**config.mk**
```make
export PLATFORM = sky130hd
export DESIGN_NAME = sm4_arbiter
export DESIGN_NICKNAME = d
export VERILOG_FILES = /design/src/rtl/sm4_arbiter.sv
export SDC_FILE = /design/constraint.sdc
export NUM_CORES = 1
export LEC_CHECK = 0
export ABC_AREA = 1
export ABC_CLOCK_PERIOD_IN_PS = 14400
export BUFFER_PORTS_ARGS = -buffer_cell sky130_fd_sc_hd__clkbuf_2
export CAP_MARGIN = 20
export CORE_AREA = 2 2 462 464
export DETAILED_ROUTE_END_ITERATION = 10
export DIE_AREA = 0 0 464 466
export PLACE_DENSITY_LB_ADDON = 0.05
export SLEW_MARGIN = 10
export SYNTH_ARGS = -nofsm -noshare
export SYNTH_HDL_FRONTEND = slang
export SYNTH_SLANG_ARGS = --single-unit
```
**constraint.sdc**
```tcl
create_clock -name clk -period 14.4 [get_ports clk]
set_input_delay 3.6 -clock clk [delete_from_list [all_inputs] [get_ports clk]]
set_output_delay 3.6 -clock clk [all_outputs]
set_load 0.05 [all_outputs]
```
**src/rtl/sm4_arbiter.sv**
```systemverilog
// Round-robin arbiter sharing one sm4top core between two requesters.
// One operation in flight at a time, guarded by a watchdog in WAIT.
module sm4_arbiter #(
  parameter int unsigned DATAWIDTH = 128,
  parameter int unsigned TIMEOUT   = 64,
  parameter int unsigned TMRW      = 8
) (
  input  logic                 clk,
  input  logic                 rst,
  input  logic                 req0_valid,
  output logic                 req0_ready,
  input  logic                 req0_isdec,
  input  logic [DATAWIDTH-1:0] req0_key,
  input  logic [DATAWIDTH-1:0] req0_data,
  output logic                 rsp0_valid,
  input  logic                 rsp0_ready,
  output logic [DATAWIDTH-1:0] rsp0_data,
  output logic                 rsp0_err,
  input  logic                 req1_valid,
  output logic                 req1_ready,
  input  logic                 req1_isdec,
  input  logic [DATAWIDTH-1:0] req1_key,
  input  logic [DATAWIDTH-1:0] req1_data,
  output logic                 rsp1_valid,
  input  logic                 rsp1_ready,
  output logic [DATAWIDTH-1:0] rsp1_data,
  output logic                 rsp1_err,
  output logic                 core_isdec,
  output logic                 core_start_input,
  output logic                 core_end_input,
  output logic [DATAWIDTH-1:0] core_datain,
  output logic [DATAWIDTH-1:0] core_mkin,
  input  logic [DATAWIDTH-1:0] core_dataout,
  input  logic                 core_valid,
  output logic                 busy,
  output logic                 grant_id
);

  typedef enum logic [1:0] {StIdle, StIssue, StWait, StResp} state_e;

  localparam logic [TMRW-1:0] TimerLast = TMRW'(TIMEOUT - 1);

  state_e                 state_q, state_d;
  logic                   ptr_q, ptr_d;
  logic                   grant_q, grant_d;
  logic [TMRW-1:0]        timer_q, timer_d;
  logic                   op_isdec_q, op_isdec_d;
  logic [DATAWIDTH-1:0]   op_key_q, op_key_d;
  logic [DATAWIDTH-1:0]   op_data_q, op_data_d;
  logic [DATAWIDTH-1:0]   rsp_data_q, rsp_data_d;
  logic                   rsp_err_q, rsp_err_d;

  // Next-state logic and all combinational outputs.
  always_comb begin
    state_d    = state_q;
    ptr_d      = ptr_q;
    grant_d    = grant_q;
    timer_d    = timer_q;
    op_isdec_d = op_isdec_q;
    op_key_d   = op_key_q;
    op_data_d  = op_data_q;
    rsp_data_d = rsp_data_q;
    rsp_err_d  = rsp_err_q;

    req0_ready       = 1'b0;
    req1_ready       = 1'b0;
    core_start_input = 1'b0;
    core_end_input   = 1'b0;
    core_isdec       = 1'b0;
    core_datain      = '0;
    core_mkin        = '0;
    rsp0_valid       = 1'b0;
    rsp0_data        = '0;
    rsp0_err         = 1'b0;
    rsp1_valid       = 1'b0;
    rsp1_data        = '0;
    rsp1_err         = 1'b0;

    unique case (state_q)
      StIdle: begin
        // ptr names the requester that wins a tie.
        req0_ready = req0_valid & (~ptr_q | ~req1_valid);
        req1_ready = req1_valid & (ptr_q | ~req0_valid);
        if (req0_ready) begin
          op_isdec_d = req0_isdec;
          op_key_d   = req0_key;
          op_data_d  = req0_data;
          grant_d    = 1'b0;
          ptr_d      = 1'b1;
          state_d    = StIssue;
        end else if (req1_ready) begin
          op_isdec_d = req1_isdec;
          op_key_d   = req1_key;
          op_data_d  = req1_data;
          grant_d    = 1'b1;
          ptr_d      = 1'b0;
          state_d    = StIssue;
        end
      end
      StIssue: begin
        core_start_input = 1'b1;
        core_isdec       = op_isdec_q;
        core_datain      = op_data_q;
        core_mkin        = op_key_q;
        timer_d          = '0;
        state_d          = StWait;
      end
      StWait: begin
        // Timer is zero only in the first WAIT cycle; it cannot wrap before timeout.
        core_end_input = (timer_q == '0);
        core_isdec     = op_isdec_q;
        core_datain    = op_data_q;
        core_mkin      = op_key_q;
        timer_d        = timer_q + TMRW'(1);
        if (core_valid) begin
          rsp_data_d = core_dataout;
          rsp_err_d  = 1'b0;
          state_d    = StResp;
        end else if (timer_q == TimerLast) begin
          rsp_data_d = '0;
          rsp_err_d  = 1'b1;
          state_d    = StResp;
        end
      end
      StResp: begin
        if (grant_q) begin
          rsp1_valid = 1'b1;
          rsp1_data  = rsp_data_q;
          rsp1_err   = rsp_err_q;
        end else begin
          rsp0_valid = 1'b1;
          rsp0_data  = rsp_data_q;
          rsp0_err   = rsp_err_q;
        end
        if (grant_q ? rsp1_ready : rsp0_ready) begin
          rsp_data_d = '0;
          rsp_err_d  = 1'b0;
          state_d    = StIdle;
        end
      end
      default: state_d = StIdle;
    endcase
  end

  // State and operand registers; reset drops any in-flight operation.
  always_ff @(posedge clk or posedge rst) begin
    if (rst) begin
      state_q    <= StIdle;
      ptr_q      <= 1'b0;
      grant_q    <= 1'b0;
      timer_q    <= '0;
      op_isdec_q <= 1'b0;
      op_key_q   <= '0;
      op_data_q  <= '0;
      rsp_data_q <= '0;
      rsp_err_q  <= 1'b0;
    end else begin
      state_q    <= state_d;
      ptr_q      <= ptr_d;
      grant_q    <= grant_d;
      timer_q    <= timer_d;
      op_isdec_q <= op_isdec_d;
      op_key_q   <= op_key_d;
      op_data_q  <= op_data_d;
      rsp_data_q <= rsp_data_d;
      rsp_err_q  <= rsp_err_d;
    end
  end

  assign busy     = (state_q != StIdle);
  assign grant_id = grant_q;

endmodule

```
==> results of run 1 <==
## metrics by stage
stage / utilization (%) / std cells
after floorplan: - / 3362
after global placement: 14.5 / 7173
after detailed placement: 14.5 / 7173
after CTS: 15.5 / 7286
after global routing: 15.5 / 7292
final: 15.5 / 7303
## critical path, cell delays in order
cell	delay, ps
clkbuf_2	110
nand2_2	520
nand2_4	460
nor2_8	270
clkbuf_2	310
## cells by family after synthesis
family	share of synthesized area, %
and+or+nand+nor	42.2
buffers and inverters	11.7
DFF	45.5
adders and majority gates	0.343
AOI/OAI and AO/OA	0.286
## layout by cell type, fill, tap and decap left out, drive strengths merged, types with 5 or more instances in the layout
cell / count
nor2: 408
a21oi: 5
clkbuf: 1267
diode: 17
buf: 39
inv: 412
ha: 6
clkinv: 10
nand2: 1511
nand3: 394
dfrtp: 398
## cell type report
type	count	area (µm²)
diodes	17	42.5
clock buffers	97	1910
clock inverters	16	159
fillers	25000	178000
inverters	410	1550
multi-input cells	2335	9440
flip-flops and latches	398	9960
well taps	2821	3530
repair buffers	1209	6190
## power groups by stage
stage	registers, µW	clock network (µW)	logic [µW]
after floorplan	1810	0	3680
after global placement	1910	0	5430
after detailed placement	1900	0	5400
after CTS	1890	1710	5410
after global routing	1950	1740	5730
final	1880	1610	5210
## registers in the layout (all words and copies together), names as in the netlist
signal	flops
op_data_q	128
op_key_q	128
rsp_data_q	128
timer_q	8
state_q	2
grant_id	1
op_isdec_q	1
ptr_q	1
rsp_err_q	1
## worst max path at each step
stage / end / slack [ps] / cells past startpoint
after floorplan: grant_id$_DFFE_PP0P_ / 5440 / 1
after global placement: req0_ready / 5460 / 5
after detailed placement: req0_ready / 5430 / 5
after CTS: req0_ready / 5430 / 5
after global routing: req0_ready / 5330 / 5
final: req0_ready / 5480 / 5
## per-layer routing
metal / vias up / GRT usage (%)
met5: - / 0
met4: 106 / 3.99
met3: 276 / 6.49
met2: 909 / 23.8
met1: 11900 / 15.7
li1: 12100 / -
==> flow_metrics.py, run 1 <==
metrics = {
    "sta": {
        "tightestPinTransition_ps": 914,
        "finClkSkew_ps": 25.3,
        "slew-limit-headroom_pct": 39.1,
        "holdWs_ps": 466,
        "worst_slack_ps": 5480,
        "rsz0062_at_grt": "false",
        "finalCritPeriodShare_pct": 61.9,
        "hold_viol_final": 0,
        "period_needed_ps": 8920,
        "setup_violations": 0,
        "slew_viol_final": 0,
        "setup_tns_ps": 0,
        "fmax_ghz": 0.112,
    },
    "power": {
        "power_frac_seq_pct": 21.7,
        "power_uw": 8700,
        "leakage_uw": 0.0189,
        "power_frac_comb_pct": 59.9,
        "internal_power_uw": 3560,
        "powerDensity_mw_per_mm2": 265,
        "switching_share_pct": 59.1,
        "power_switching_uw": 5140,
        "ir_drop_uv": 199,
        "clockPowerShare_pct": 18.5,
    },
    "drt": {
        "drt_wl_total_mm": 156,
        "route.met2.wl_mm": 74.4,
        "wl_met3_mm": 15.5,
        "via_per_inst": 3.46,
        "wl_per_cell_um": 21.3,
        "drtIter0Drc": 1062,
        "drcViolationCount": 0,
        "vias": 25300,
        "first_pass_iters": 5,
        "wl_met1_mm": 61.4,
        "ant_nets": 0,
        "routed.top_layer": "met5",
    },
    "clock_network": {
        "ctsResizeCount": 0,
        "post-cts-setup-buffer-count": 0,
        "ctsHoldBuffers": 0,
        "clkTransAtPathRegs_ps": 50,
        "htree_levels": 3,
        "cts_tree": "done",
        "cts_buffers": 66,
        "cts-root-buf": "clkbuf_16",
        "clock-sinks": 398,
        "insertion_delay_ps": 680,
        "clockBufferDepth": 3,
    },
    "worst_setup_path": {
        "r2r-start": "ptr_q$_DFFE_PP0P_",
        "cp.arrival_ps": 5320,
        "crit_required_ps": 10800,
        "r2r_setup_slack_ps": 9440,
        "reg2reg_depth": 9,
        "crit_type": "in2out",
        "startpoint": "req1_valid",
        "crit_fanout": 37,
        "cp-start-kind": "input pin",
        "timing.rr.end": "op_key_q[92]$_DFFE_PP0P_",
        "endpoint_kind": "output port",
    },
    "placed_design": {
        "dp_slack_ps": 5430,
        "portBuffers": 1171,
        "placed_cell_area_mm2": 0.0307,
        "dpl.hpwl_mm": 119,
        "place.gp.congestion": 0.806,
    },
    "floorplanning": {
        "fp.dieH_um": 466,
        "start_util_pct": 10.4,
        "io_pins": 1172,
        "num_rows": 169,
        "die_w_um": 464,
        "core_area_mm2": 0.211,
        "dieArea_mm2": 0.216,
    },
    "grt": {
        "antenna_found_initial": 99,
        "grt_max_degree": 131,
        "grt_usage_pct": 14.1,
        "overflow": 0,
        "grt_pass1_vias": 27000,
        "grt_first_pass_wirelength_mm": 217,
    },
    "min_path": {
        "hold_path_class": "reg2reg",
        "worstHoldStart": "rsp_data_q[106]$_DFFE_PP0P_",
        "hold_depth": 2,
        "hold_end": "rsp_data_q[106]$_DFFE_PP0P_",
    },
    "synthesis": {
        "avgSynthCellArea_um2": 6.51,
        "synth_edf_count": 0,
        "synth_area_leaders": "dfrtp_1 (45%), nand2_1 (26%), nand3_1 (9.0%)",
        "async_flop_share_pct": 100,
        "ys_seq_elements": 398,
        "synth_ff_type": "dfrtp_1",
        "synthesis.nets": 4017,
        "synthesis.area_mm2": 0.0219,
        "yosysSeqAreaShare_pct": 45.5,
        "synth_most_common_cell": "nand2_1",
        "synth.top_cell.area_share_pct": 45.5,
        "synthDistinctLibCells": 22,
        "syn_inst": 3362,
        "synth_largest_area_cell": "dfrtp_1",
        "synth_commonest_cells": "nand2_1 (1,509), inv_1 (409), nor2_1 (406), dfrtp_1 (398), nand3_1 (394)",
        "yosys_warnings": 0,
    },
    "final_layout": {
        "drive_above_1_share_pct": 29.5,
        "fin_area_mm2": 0.0328,
        "nNetsFinal": 5075,
        "area_growth_pct": 49.6,
    },
    "outcome": {
        "status": "finished clean",
    },
    "job": {
        "cap_violations": 0,
    },
}
Power figures use the tool's default switching activity.
==> run 2, diff against run 1 <==
Settings changed: ABC_AREA 1 to 0, ABC_CLOCK_PERIOD_IN_PS 14400 to 7650, CORE_AREA 2 2 462 464 to 2 2 461 463, DIE_AREA 0 0 464 466 to 0 0 463 465.
Clock period 14.4 ns to 7.65 ns, I/O delays scaled along.
==> run 2 against run 1 <==
  * Routed wire length decreased by 2.7%
  * Critical path depth did not move
  * Largest power group unchanged
  * Highest routed layer unchanged
  * Hold slack better by 1.5 ps
  * Global-route usage shrank 0.48 points
  * Sequential cell count did not move
  * Design area is 6.8% lower
==> flow_metrics.py, run 2 <==
metrics = {
    "worst_setup_path": {
        "reg2reg_depth": 8,
        "crit_type": "reg2out",
        "cp-start-kind": "flop",
        "crit_fanout": 53,
        "endpoint_kind": "output port",
        "cp.arrival_ps": 3670,
        "crit_required_ps": 5740,
    },
    "floorplanning": {
        "fp.dieH_um": 465,
        "num_rows": 169,
        "die_w_um": 463,
        "start_util_pct": 9.18,
        "core_area_mm2": 0.211,
        "io_pins": 1172,
        "dieArea_mm2": 0.215,
    },
    "drt": {
        "drt_wl_total_mm": 151,
        "via_per_inst": 3.48,
        "wl_per_cell_um": 26.0,
        "drcViolationCount": 0,
        "ant_nets": 0,
        "drtIter0Drc": 1715,
        "first_pass_iters": 10,
        "vias": 20200,
    },
    "grt": {
        "antenna_found_initial": 111,
        "grt_pass1_vias": 21300,
        "overflow": 0,
        "grt_first_pass_wirelength_mm": 202,
        "grt_max_degree": 129,
        "grt_usage_pct": 13.6,
    },
    "clock_network": {
        "insertion_delay_ps": 680,
        "clock-sinks": 398,
        "ctsHoldBuffers": 0,
        "cts-root-buf": "clkbuf_16",
        "cts_tree": "done",
        "clkTransAtPathRegs_ps": 50,
        "htree_levels": 3,
        "post-cts-setup-buffer-count": 0,
        "ctsResizeCount": 0,
        "cts_buffers": 67,
        "clockBufferDepth": 3,
    },
    "synthesis": {
        "synthXorXnorAreaFrac_pct": 0.0453,
        "yosys_warnings": 0,
        "ys_seq_elements": 398,
        "avgSynthCellArea_um2": 10.5,
        "synth_area_leaders": "dfrtp_1 (51%), and2_1 (13%), a222oi_1 (11%)",
        "synthDistinctLibCells": 36,
        "async_flop_share_pct": 100,
        "yosysSeqAreaShare_pct": 51.5,
        "synthesis.area_mm2": 0.0194,
        "synth_most_common_cell": "dfrtp_1",
        "synth.top_cell.area_share_pct": 51.5,
        "synth_edf_count": 0,
        "syn_inst": 1851,
        "synth_ff_type": "dfrtp_1",
        "synthAdderAreaFrac_pct": 0.388,
        "synth_largest_area_cell": "dfrtp_1",
        "synthesis.nets": 2506,
        "synth_commonest_cells": "dfrtp_1 (398), and2_1 (387), inv_1 (230), a222oi_1 (222), and3_1 (129)",
        "synth_compound_gate_area_share_pct": 19.0,
        "synth_top_family_by_area": "compound AO/OA/AOI/OAI gates",
        "yosys.area_share.simple_pct": 18.2,
        "synth_mux_area_share_pct": 1.97,
    },
    "final_layout": {
        "nFillCells": 24300,
        "nNetsFinal": 3587,
        "fin_util_pct": 14.5,
        "drive_above_1_share_pct": 44.0,
        "reg.largest.list": "op_data_q: 128 flops, op_key_q: 128 flops, rsp_data_q: 128 flops",
        "area_growth_pct": 57.8,
        "multiInputGateArea_mm2": 0.00773,
        "register_area_mm2": 0.00996,
        "layout_commonest_cell": "clkbuf_2",
        "final_cell_mix": "clkbuf_2 (1,171), dfrtp_1 (397), and2_1 (387)",
    },
    "min_path": {
        "hold_depth": 2,
        "hold_path_class": "reg2reg",
    },
    "placed_design": {
        "portBuffers": 1171,
        "dpl.hpwl_mm": 115,
        "place.gp.congestion": 0.740,
    },
    "sta": {
        "slew_viol_final": 0,
        "rsz0062_at_grt": "false",
        "tightestPinTransition_ps": 1080,
        "period_needed_ps": 5580,
        "setup_violations": 0,
        "finalCritPeriodShare_pct": 73.0,
        "fmax_ghz": 0.179,
        "hold_viol_final": 0,
        "finClkSkew_ps": 38.4,
        "setup_tns_ps": 0,
        "slew-limit-headroom_pct": 28.3,
    },
    "job": {
        "cap_violations": 0,
    },
    "power": {
        "leakage_uw": 0.0165,
        "ir_drop_uv": 323,
        "powerDensity_mw_per_mm2": 529,
    },
    "outcome": {
        "status": "finished clean",
    },
}
## run 2: cell families (layout without fill, tap and decap cells)
kind of cell | count (synthesis) | after routing
flops | 398 | 398
other cells | 0 | 22
xor+xnor | 1 | 1
simple gates | 584 | 584
compound gates | 406 | 406
mux | 38 | 38
buf+inv | 418 | 1548
fa+ha+maj | 6 | 6
## run 2: metal layers
metal	vias to the layer above	global-route usage, %	part of all wire, %
li1	8854	-	-
met1	9983	14.9	38
met2	1044	24.0	50
met3	281	5.86	9.6
met4	82	3.30	2.3
met5	-	0	0.34
## run 2: area by class of cell
class | count | area share [%]
multi-input combinational | 1035 | 25.3
inverter | 231 | 2.88
tap | 2821 | 11.6
sequential | 398 | 32.6
timing repair buffer | 1199 | 20.3
antenna | 22 | 0.180
clock buffer | 101 | 6.51
clock inverter | 17 | 0.648
## run 2: metrics by stage
step	instance area (µm²)	hold WS (ps)	std cells	power, µW	setup slack (ps)
CTS	30500	475	5802	16700	1820
global route	30500	496	5806	17200	1790
global placement	28300	463	5684	13400	2530
finish	30500	468	5824	16200	2070
floorplan	19400	442	1851	9940	380
detailed placement	28300	462	5684	13300	2510
## run 2: critical path, cell delays in order (launching register included)
cell and delay, ps:
dfrtp_1 430, ha_4 660, nor2b_4 720, buf_4 520, and2_1 290, clkbuf_2 320
## run 2: power breakdown
| part | switching, µW | internal, µW |
|---|---|---|
| Sequential | 980 | 3110 |
| Combinational | 6720 | 2190 |
| Clock | 1260 | 1900 |
| Total | 8960 | 7190 |
## run 2: final timing paths
path	startpoint	end	slack [ps]
max in group asynchronous	rst	op_data_q[124]$_DFFE_PP0P_	4760
worst max-delay path	state_q[0]$_DFFE_PP0P_	rsp0_data[9]	2070
min in group asynchronous	rst	op_data_q[22]$_DFFE_PP0P_	1330
worst min-delay path	op_key_q[104]$_DFFE_PP0P_	op_key_q[104]$_DFFE_PP0P_	470
worst min register to register	op_key_q[104]$_DFFE_PP0P_	op_key_q[104]$_DFFE_PP0P_	470
worst max register to register	state_q[0]$_DFFE_PP0P_	op_data_q[16]$_DFFE_PP0P_	4120
==> run 3, diff against run 2 <==
Settings changed: ABC_CLOCK_PERIOD_IN_PS 7650 to 5000.
Clock period 7.65 ns to 5 ns, I/O delays scaled along.
==> run 3 against run 2 <==
  * Non-clock buffer count rose by 23
  * Critical path depth did not move
  * Setup slack got worse by 1400 ps
  * Critical path type unchanged
  * Critical endpoint is now core_mkin[66]
  * Largest power group unchanged
==> flow_metrics.py, run 3 (same netlist as run 2, synthesis figures left out) <==
metrics = {
    "clock_network": {
        "insertion_delay_ps": 680,
        "cts_buffers": 67,
        "post-cts-setup-buffer-count": 0,
        "clkTransAtPathRegs_ps": 50,
        "ctsHoldBuffers": 0,
        "clockBufferDepth": 3,
        "ctsResizeCount": 0,
        "clock-sinks": 398,
        "htree_levels": 3,
        "cts_tree": "done",
        "cts-root-buf": "clkbuf_16",
    },
    "placed_design": {
        "place.gp.congestion": 0.762,
        "portBuffers": 1171,
        "dp_slack_ps": 1210,
        "dpl.hpwl_mm": 117,
        "dp.cells": 5707,
    },
    "floorplanning": {
        "die_w_um": 463,
        "io_pins": 1172,
        "core_area_mm2": 0.211,
        "dieArea_mm2": 0.215,
        "start_util_pct": 9.18,
        "fp.dieH_um": 465,
        "num_rows": 169,
    },
    "final_layout": {
        "fin_cells": 5844,
        "final_cell_mix": "clkbuf_2 (1,171), dfrtp_1 (397), and2_1 (387)",
        "nNetsFinal": 3610,
        "drive_above_1_share_pct": 44.5,
        "reg.largest.list": "op_data_q: 128 flops, op_key_q: 128 flops, rsp_data_q: 128 flops",
        "layout_commonest_cell": "clkbuf_2",
        "fin_util_pct": 14.6,
        "area_growth_pct": 59.3,
    },
    "sta": {
        "setup_violations": 0,
        "finClkSkew_ps": 25.8,
        "period_needed_ps": 4290,
        "finalCritPeriodShare_pct": 85.7,
        "hold_viol_final": 0,
        "slew-limit-headroom_pct": 28.1,
        "fmax_ghz": 0.233,
        "slew_viol_final": 0,
        "tightestPinTransition_ps": 1080,
        "worst_slack_ps": 713,
        "rsz0062_at_grt": "false",
    },
    "worst_setup_path": {
        "cp-start-kind": "flop",
        "r2r-start": "grant_id$_DFFE_PP0P_",
        "crit_type": "reg2out",
        "critPathSlowestCell": "ha_4",
        "critical-path-top-delay-family": "buffers and inverters",
        "cp_cell_sequence": "inv_1 > ha_4 > buf_12 > and2_1 > clkbuf_2",
        "cp_slowest_stage_delay_ps": 680,
        "cp.arrival_ps": 3040,
        "startpoint": "state_q[0]$_DFFE_PP0P_",
        "endpoint_kind": "output port",
        "crit_fanout": 60,
        "crit_required_ps": 3750,
        "critPathBufInv": 3,
    },
    "job": {
        "cap_violations": 0,
    },
    "drt": {
        "wl_per_cell_um": 26.1,
        "ant_nets": 0,
        "first_pass_iters": 10,
        "drcViolationCount": 0,
        "drt_wl_total_mm": 152,
        "drtIter0Drc": 1783,
        "via_per_inst": 3.46,
        "vias": 20200,
    },
    "grt": {
        "grt_usage_pct": 13.7,
        "grt_pass1_vias": 21200,
        "overflow": 0,
        "antenna_found_initial": 91,
        "grt_first_pass_wirelength_mm": 203,
        "grt_max_degree": 135,
    },
    "min_path": {
        "worstHoldStart": "op_key_q[97]$_DFFE_PP0P_",
        "hold_path_class": "reg2reg",
    },
    "outcome": {
        "status": "finished clean",
    },
    "power": {
        "ir_drop_uv": 545,
        "powerDensity_mw_per_mm2": 807,
        "leakage_uw": 0.0167,
    },
}
## run 3: changes by cell type in the layout (fill, tap and decap cells not counted), sizes merged
cell	previous run	this run
buf	28	51
clkinv	11	5
clkbuf	1272	1275
diode	22	19
clkinvlp	1	3
inv	233	235
bufinv	3	2
## run 3: worst min-delay path: cells and delay by family (launching register included)
kind / cells / cell delay [ps]
AO/OA/AOI/OAI: 1 / 60
flip-flops: 1 / 330
AND/OR/NAND/NOR: 1 / 40
## run 3: final timing paths
kind,end,slack [ps],depth (start not counted)
max,core_mkin[66],710,5
min,op_key_q[97]$_DFFE_PP0P_,470,2
max reg2reg,rsp_data_q[50]$_DFFE_PP0P_,2050,6
min reg2reg,op_key_q[97]$_DFFE_PP0P_,470,2
max in group asynchronous,op_data_q[87]$_DFFE_PP0P_,2960,4
min in group asynchronous,op_data_q[19]$_DFFE_PP0P_,610,2
## run 3: where the power goes
part           internal (µW)  leakage, µW  total [µW]  switching, µW
Sequential              4760      0.00509        6170           1410
Clock                   2930      0.00109        4870           1940
Combinational           3540       0.0105       13900          10300
## run 3: layout make-up
type                       count  area (µm²)
antenna                       19        47.5
clock inverter                14         155
sequential                   398        9960
inverter                     231         878
multi-input combinational   1035        7730
tap                         2821        3530
fill                       24200      180000
clock buffer                 104        2060
timing repair buffer        1222        6470
## run 3: metrics by stage
stage	total power, µW	hold slack [ps]	area [µm²]	setup TNS (ps)
5_1_grt	26600	496	30800	0
3_3_place_gp	20700	464	28600	0
2_1_floorplan	15200	442	19400	-639900
6_report	24900	469	30800	0
3_5_place_dp	20500	462	28600	0
4_1_cts	25700	474	30800	0
## run 3: metal layers
layer	vias up	global-route usage [%]	part of all wire [%]	wire length, µm
li1	8903	-	-	-
met1	10000	15.2	38	58100
met2	1007	24.4	50	76600
met3	242	5.68	9.5	14400
met4	64	2.92	1.8	2820
met5	-	0	0.26	402
